$ cat src/rtl/fwd_pkg.sv
// Shared constants and helpers for the operand-forwarding stage.
// Select encoding: 0 = register file, s+1 = producer stage s.
package fwd_pkg;

    localparam int SEL_RF = 0;

    function automatic int sel_w(input int nsrc);
        return $clog2(nsrc + 1);
    endfunction

    // Low bit of element idx in a flat vector of width-bit elements.
    function automatic int slice_lo(input int idx, input int width);
        return idx * width;
    endfunction

endpackage

$ cat src/rtl/fwd_prio_match.sv
// Priority match of one operand address against all in-flight producers.
// The youngest matching producer wins; register 0 always reads the register file.
module fwd_prio_match
    import fwd_pkg::*;
#(
    parameter int DATA_W = 32,
    parameter int ADDR_W = 5,
    parameter int NSRC   = 3,
    localparam int SEL_W = sel_w(NSRC)
) (
    input  logic [ADDR_W-1:0]      addr,
    input  logic [DATA_W-1:0]      rf_data,
    input  logic [NSRC-1:0]        st_wen,
    input  logic [NSRC*ADDR_W-1:0] st_addr,
    input  logic [NSRC*DATA_W-1:0] st_data,
    input  logic [NSRC-1:0]        st_dvld,
    output logic [SEL_W-1:0]       sel,
    output logic [DATA_W-1:0]      data,
    output logic                   blocked
);

    logic found;

    // A blocked younger match stops the search, so an older ready copy never leaks through.
    always_comb begin
        sel     = SEL_W'(SEL_RF);
        data    = rf_data;
        blocked = 1'b0;
        found   = 1'b0;
        for (int s = 0; s < NSRC; s++) begin
            if (!found && st_wen[s] && (addr != '0) &&
                (st_addr[slice_lo(s, ADDR_W) +: ADDR_W] == addr)) begin
                found   = 1'b1;
                sel     = SEL_W'(s + 1);
                data    = st_data[slice_lo(s, DATA_W) +: DATA_W];
                blocked = !st_dvld[s];
            end
        end
    end

endmodule

$ cat src/rtl/fwd_bypass_stage.sv
// Decode-side operand forwarding with hazard stall, registered valid/ready output,
// flush and a saturating stall counter.
module fwd_bypass_stage
    import fwd_pkg::*;
#(
    parameter int DATA_W = 32,
    parameter int ADDR_W = 5,
    parameter int NSRC   = 3,
    parameter int NOPER  = 2,
    parameter int CNT_W  = 16,
    localparam int SEL_W = sel_w(NSRC)
) (
    input  logic                    clk,
    input  logic                    rst,
    input  logic                    flush,
    input  logic                    in_valid,
    output logic                    in_ready,
    input  logic [NOPER*ADDR_W-1:0] in_addr,
    input  logic [NOPER*DATA_W-1:0] in_rf_data,
    input  logic [NSRC-1:0]         st_wen,
    input  logic [NSRC*ADDR_W-1:0]  st_addr,
    input  logic [NSRC*DATA_W-1:0]  st_data,
    input  logic [NSRC-1:0]         st_dvld,
    output logic                    hazard,
    output logic                    out_valid,
    input  logic                    out_ready,
    output logic [NOPER*DATA_W-1:0] out_data,
    output logic [NOPER*SEL_W-1:0]  out_sel,
    output logic [CNT_W-1:0]        stall_cnt,
    input  logic                    stall_clr
);

    logic [NOPER*DATA_W-1:0] fwd_data;
    logic [NOPER*SEL_W-1:0]  fwd_sel;
    logic [NOPER-1:0]        blocked;
    logic                    accept;

    for (genvar k = 0; k < NOPER; k++) begin : g_oper
        fwd_prio_match #(
            .DATA_W(DATA_W),
            .ADDR_W(ADDR_W),
            .NSRC  (NSRC)
        ) u_match (
            .addr   (in_addr[slice_lo(k, ADDR_W) +: ADDR_W]),
            .rf_data(in_rf_data[slice_lo(k, DATA_W) +: DATA_W]),
            .st_wen (st_wen),
            .st_addr(st_addr),
            .st_data(st_data),
            .st_dvld(st_dvld),
            .sel    (fwd_sel[slice_lo(k, SEL_W) +: SEL_W]),
            .data   (fwd_data[slice_lo(k, DATA_W) +: DATA_W]),
            .blocked(blocked[k])
        );
    end

    assign hazard   = in_valid && (|blocked);
    assign in_ready = !out_valid || out_ready;
    assign accept   = in_valid && in_ready && !hazard && !flush;

    // Flush only drops the valid bit; data and select keep their last value.
    always_ff @(posedge clk or posedge rst) begin
        if (rst) begin
            out_valid <= 1'b0;
            out_data  <= '0;
            out_sel   <= '0;
        end else if (flush) begin
            out_valid <= 1'b0;
        end else if (accept) begin
            out_valid <= 1'b1;
            out_data  <= fwd_data;
            out_sel   <= fwd_sel;
        end else if (out_valid && out_ready) begin
            out_valid <= 1'b0;
        end
    end

    always_ff @(posedge clk or posedge rst) begin
        if (rst) begin
            stall_cnt <= '0;
        end else if (stall_clr) begin
            stall_cnt <= '0;
        end else if (hazard && (stall_cnt != '1)) begin
            stall_cnt <= stall_cnt + CNT_W'(1);
        end
    end

endmodule

$ cat config.mk
export PLATFORM = sky130hd
export DESIGN_NAME = fwd_bypass_stage
export DESIGN_NICKNAME = d
export VERILOG_FILES = /design/src/rtl/fwd_pkg.sv /design/src/rtl/fwd_prio_match.sv /design/src/rtl/fwd_bypass_stage.sv
export SDC_FILE = /design/constraint.sdc
export NUM_CORES = 1
export LEC_CHECK = 0
export BUFFER_PORTS_ARGS = -buffer_cell sky130_fd_sc_hd__buf_4
export CORE_ASPECT_RATIO = 1.25
export CORE_UTILIZATION = 35
export DETAILED_ROUTE_END_ITERATION = 6
export HOLD_SLACK_MARGIN = 0.08
export REMOVE_ABC_BUFFERS = 1
export SLEW_MARGIN = 40
export SYNTH_ARGS = -nofsm -noshare
export SYNTH_HDL_FRONTEND = slang
export SYNTH_SLANG_ARGS = --single-unit
$ cat constraint.sdc
create_clock -name clk -period 3 [get_ports clk]
set_clock_uncertainty 0.15 [all_clocks]
set_input_delay 0.15 -clock clk [delete_from_list [all_inputs] [get_ports clk]]
set_output_delay 0.15 -clock clk [all_outputs]
set_load 0.02 [all_outputs]
# Yosys cells after proc, flatten, opt, wreduce, memory -nomap -nowiden
# Cells that the tools add are included.
word_totals:
  n_memories: 0
  word_cells: 79
  romBits: 0
  latch_bits: 0
  ram_bits: 0
  regBits: 85
classes:
  n_eq_ne: 7
  add_sub_neg: 1
  n_div: 0
  mux: 27
  n_reduce_logical: 39
  shifts: 0
  n_mul: 0
  bitwise_logic: 1
  magnitude_cmp: 0
op_table:
  columns: ["op", "n"]
  rows:
  - ["32-bit two-way mux", 6]
  - ["16-bit two-way mux", 2]
  - ["5-bit equality test", 6]
  - ["1-bit logical AND", 22]
  - ["16-bit by 1-bit adder with 16-bit output (second input constant)", 1]
  - ["16-bit != test (second input constant)", 1]
  - ["1-bit two-way mux", 15]
  - ["1-bit zero test", 10]
  - ["5-bit nonzero test", 2]
  - ["2-bit two-way mux", 4]
  - ["3-bit nonzero test", 1]
  - ["2-bit AND reduction", 1]
  - ["2-bit nonzero test", 1]
  - ["2-bit OR reduction", 1]
  - ["1-bit logical OR", 1]
  - ["1-bit NOT", 1]

# Longest topological paths before layout
logic_depth:
  depth_word: 21
  ltp_mapped: 11
  ltp_nobuf: 9

# Hierarchy
# A second synthesis with hierarchy kept.
unflattened:
  cells_unflattened: 576
  area_unflattened_um2: 6133.4
modules_own_cells:
  columns: ["module", "area_each_um2", "instances", "cells_each", "seq_area_each_um2"]
  rows:
  - ["fwd_bypass_stage", 3550.9, 1, 260, 2127.0]
  - ["fwd_prio_match", 1291.2, 2, 158, 0.0]

# Worst setup path before layout
# No wires, ideal clock.
synth_path:
  kind: "input-to-reg"
  from: "in in_addr[6]"
  to: "reg stall_cnt[15]"
  arrival_time_ns: 2.525
  path_stages: 10
  setup_ns: 0.078
  slack_ns: 0.247
  required_time_ns: 2.772
  cell_sequence: "or4_1 -> nor2_2 -> nor4_1 -> buf_2 -> or3b_1 -> buf_2 -> a21oi_4 -> o21ai_2 -> or4_1 -> a21oi_1"
synth_via:
  elab_chain_cells: 18
synth_lines:
  columns: ["element", "line", "source"]
  rows:
  - ["from (decl)", "fwd_bypass_stage.sv:18", "input logic [NOPER*ADDR_W-1:0] in_addr,"]
  - ["5-bit nonzero test", "fwd_prio_match.sv:31", "if (!found && st_wen[s] && (addr != '0) &&"]
  - ["1-bit logical AND (2 in series)", "fwd_prio_match.sv:31", null]
  - ["1-bit two-way mux", "fwd_prio_match.sv:31", null]
  - ["1-bit zero test", "fwd_prio_match.sv:31", null]
  - ["1-bit logical AND (3 in series)", "fwd_prio_match.sv:31", null]
  - ["1-bit two-way mux", "fwd_prio_match.sv:31", null]
  - ["1-bit zero test", "fwd_prio_match.sv:31", null]
  - ["1-bit logical AND (3 in series)", "fwd_prio_match.sv:31", null]
  - ["1-bit two-way mux (*)", "fwd_prio_match.sv:31", null]
  - ["2-bit OR reduction (*)", "fwd_bypass_stage.sv:56", "assign hazard = in_valid && (|blocked);"]
  - ["1-bit logical AND (*)", "fwd_bypass_stage.sv:56", null]
  - ["1-bit logical AND (*)", "fwd_bypass_stage.sv:82", "end else if (hazard && (stall_cnt != '1)) begin"]
  - ["2-bit nonzero test (no line) (*)", null, null]
  - ["to (signal assigned)", "fwd_bypass_stage.sv:83", "stall_cnt <= stall_cnt + CNT_W'(1);"]
  - ["to (decl)", "fwd_bypass_stage.sv:29", "output logic [CNT_W-1:0] stall_cnt,"]
# Every way passes the cells marked *; elsewhere a longest branch is shown, timed or not.
# A chain may end at the register's enable or synchronous reset.

# Worst setup path in the final report
layout_path:
  from: "in in_addr[0]"
  to: "reg out_data[17]"
layout_via:
  elab_chain_cells: 20
layout_lines:
  columns: ["element", "line", "source"]
  rows:
  - ["5-bit nonzero test", "fwd_prio_match.sv:31", null]
  - ["1-bit logical AND (2 in series)", "fwd_prio_match.sv:31", null]
  - ["1-bit two-way mux", "fwd_prio_match.sv:31", null]
  - ["1-bit zero test", "fwd_prio_match.sv:31", null]
  - ["1-bit logical AND (3 in series)", "fwd_prio_match.sv:31", null]
  - ["1-bit two-way mux", "fwd_prio_match.sv:31", null]
  - ["1-bit zero test", "fwd_prio_match.sv:31", null]
  - ["1-bit logical AND (3 in series)", "fwd_prio_match.sv:31", null]
  - ["1-bit two-way mux", "fwd_prio_match.sv:31", null]
  - ["2-bit OR reduction", "fwd_bypass_stage.sv:56", null]
  - ["1-bit logical AND", "fwd_bypass_stage.sv:56", null]
  - ["1-bit zero test", "fwd_bypass_stage.sv:58", "assign accept = in_valid && in_ready && !hazard && !flush;"]
  - ["1-bit logical AND (2 in series)", "fwd_bypass_stage.sv:58", null]
  - ["2-bit AND reduction (no line)", null, null]
  - ["to (signal assigned)", "fwd_bypass_stage.sv:70", "out_data <= fwd_data;"]
  - ["to (decl)", "fwd_bypass_stage.sv:27", "output logic [NOPER*DATA_W-1:0] out_data,"]
# Several ways; a longest one is shown, not always the timed one.

==> reports/summary.txt <==
Yosys cell types = 42
DR vias/cell = 4.91
number of max-cap violations = 0
n_diodes = 0
critical path startpoint category = input pin
ANT nets after route = 0
cell area after layout = 0.00879 mm2
total power = 3.83 mW
Worst Slack Setup Final = 0.156 ns
clock slew at reported path FFs = 0.06 ns
total negative slack = 0 ns
launch point of the worst path = in_addr[0]
initial antenna violation count = 0
Clock Tree Buf Depth = 2
Ys Warns = 0
all-layer global routing usage = 0.227
Highest Signal Layer = met4
total CTS buffers = 9
Max Freq = 0.352 GHz
Post-CTS Setup Inserts = 0
CP Cell Sequence = buf_4 -> or4_1 -> nor2_2 -> nor4_2 -> or3_2 -> buf_4 -> mux2i_1 -> dlygate4sd3_1 -> a21oi_1
CTS root buf = clkbuf_16
clk sinks = 85
status = finished clean
DRC = 0
largest net degree at the start of global routing = 77
post-layout net count = 1165
final hold slack = 0.0875 ns
H-tree Lvls = 3
asr flop ratio synth = 1.00
PortBufs = 283
Final Core Density = 0.560
VDD IR-drop max = 313 uV
first-pass GRT wire length = 28.8 mm
Pre-Repair DR Iteration Count = 4
Worst Setup Path Type = input pin to register
fin crit share = 0.948
max_slew headroom = 0.507
CP max-delay cell = dlygate4sd3_1
Mean Syn Cell Area = 8.61 um2
most common cell after layout, fill and taps aside = buf_4
dpl cells = 1128
Die W = 116 um
CTS tree = yes
Power per Cell Area = 436 mW/mm2
worst-path maximum fanout = 33
CP dominant cell by count = buf_4
area of the core = 0.0157 mm2
vias in the first global route = 5662
Post-synth EDFFs = 0
endpoint class of the critical path = register
Setup violations, final = 0
Initial Utilization = 0.362
Detailed Route Iter0 Violations = 167
die height = 144 um
gpl congestion = 0.877
Final Critical Period = 2.84 ns
Post-Synthesis Cells = 660
Post-Syn Area = 0.00568 mm2
WL final = 19.2 mm
placed cell area = 0.00810 mm2
metal3 WL = 1.25 mm
Hold Crit Start = st_data[4]
wire per inst = 16.2 um
unrepaired setup endpoints after global routing = false
row cnt = 51
worst-margin pin slew = 0.739 ns
Leakage = 4.10 nW
clock latency on the worst-skew pair = 0.33 ns
Tightest Hold Check Type = input pin to register
share of cells above drive strength 1 = 0.340
Reg2Reg Launch Point = stall_cnt[5]
sequential element share of the synthesized area = 0.374
Congestion Overflow GR = 0
pins over their slew limit = 0
Non-Filler Instances = 1183
worst path required time = 3.11 ns
most frequent cells in the layout = buf_4 (299), mux2i_1 (130), dfrtp_1 (85)
Vias = 5808
crit path DAT = 2.95 ns
met2 wire length = 9.76 mm
die area = 0.0167 mm2
I/O pin count = 284
synthesis-stage register bit count = 85
M1 WL = 8.02 mm
ys flop type = dfrtp_1
Setup WS pre-CTS = 0.0238 ns
Final Hold Fails = 0
DP Wirelength = 14.1 mm
CP peak stage delay = 0.58 ns
area grow syn2layout = 54.7%
==> flip-flops by register name, summed over array words and instances, names as in the netlist <==
name,cells
stall_cnt,16
out_sel,4
out_data,64
out_valid,1
==> synth_stat cells (3+ instances only) <==
library cell	n	area share
buf_2	10	0.0088
o21ai_0	72	0.063
nor2_1	74	0.049
buf_1	7	0.0046
inv_1	7	0.0046
nor4_1	3	0.0033
clkbuf_1	29	0.019
a21oi_1	74	0.065
o211ai_1	3	0.0040
or3_1	10	0.011
nand3_1	4	0.0035
nor3_1	4	0.0035
mux2i_1	130	0.23
xor2_1	10	0.015
nand2_1	72	0.048
dfrtp_1	85	0.37
or4_1	4	0.0053
and3_1	4	0.0044
nand4_1	7	0.0077
xnor2_1	24	0.037
==> path summary, 6_finish.rpt <==
check,to,slack [ns],cells after the start
setup reg to reg,stall_cnt[11],0.67,8
hold / removal,out_data[36],0.09,5
setup / recovery,out_data[17],0.16,9
hold reg to reg,out_sel[1],0.37,1
max in group asynchronous,out_data[33],1.70,4
min in group asynchronous,out_data[41],0.31,3
==> what timing repair did <==
item	in CTS	in global routing
resized for setup	0	0
hold endpoints to repair	113	0
setup endpoints to repair	0	0
hold buffers	40	0
==> layer usage <==
metal,vias to the layer above,track usage
met3,10,0.0465
li1,2932,-
met1,2669,0.272
met2,197,0.414
met5,-,0
met4,0,0.0445
==> worst max-delay path: cells and delay by family <==
family,cells,cell delay (ns)
and+or+nand+nor,4,1.36
muxes,1,0.19
AOI/OAI and AO/OA,1,0.14
buffers and inverters,3,1.10
==> cells by family after synthesis <==
| group | count (synthesis) | synth area share |
|---|---|---|
| simple gates | 192 | 0.148 |
| compound gates | 163 | 0.153 |
| mux | 132 | 0.233 |
| flops | 85 | 0.374 |
| buf+inv | 53 | 0.0372 |
| xor+xnor | 34 | 0.0524 |
| fa+ha+maj | 1 | 0.00220 |
==> power by group <==
group	switching (mW)	total [mW]	internal, mW
logic	0.669	1.29	0.624
clock network	0.444	1.11	0.666
registers	0.103	1.43	1.33
==> final cells by class <==
| class | count | area (um2) |
|---|---|---|
| Clock buffer | 12 | 246 |
| Inverter | 7 | 27.5 |
| Fill cell | 1539 | 6910 |
| Timing Repair Buffer | 342 | 2710 |
| Multi-Input combinational cell | 522 | 3370 |
| Tap cell | 212 | 265 |
| Sequential cell | 85 | 2130 |
| Clock inverter | 3 | 46.3 |
No activity file was read; power rests on OpenSTA's default activity.
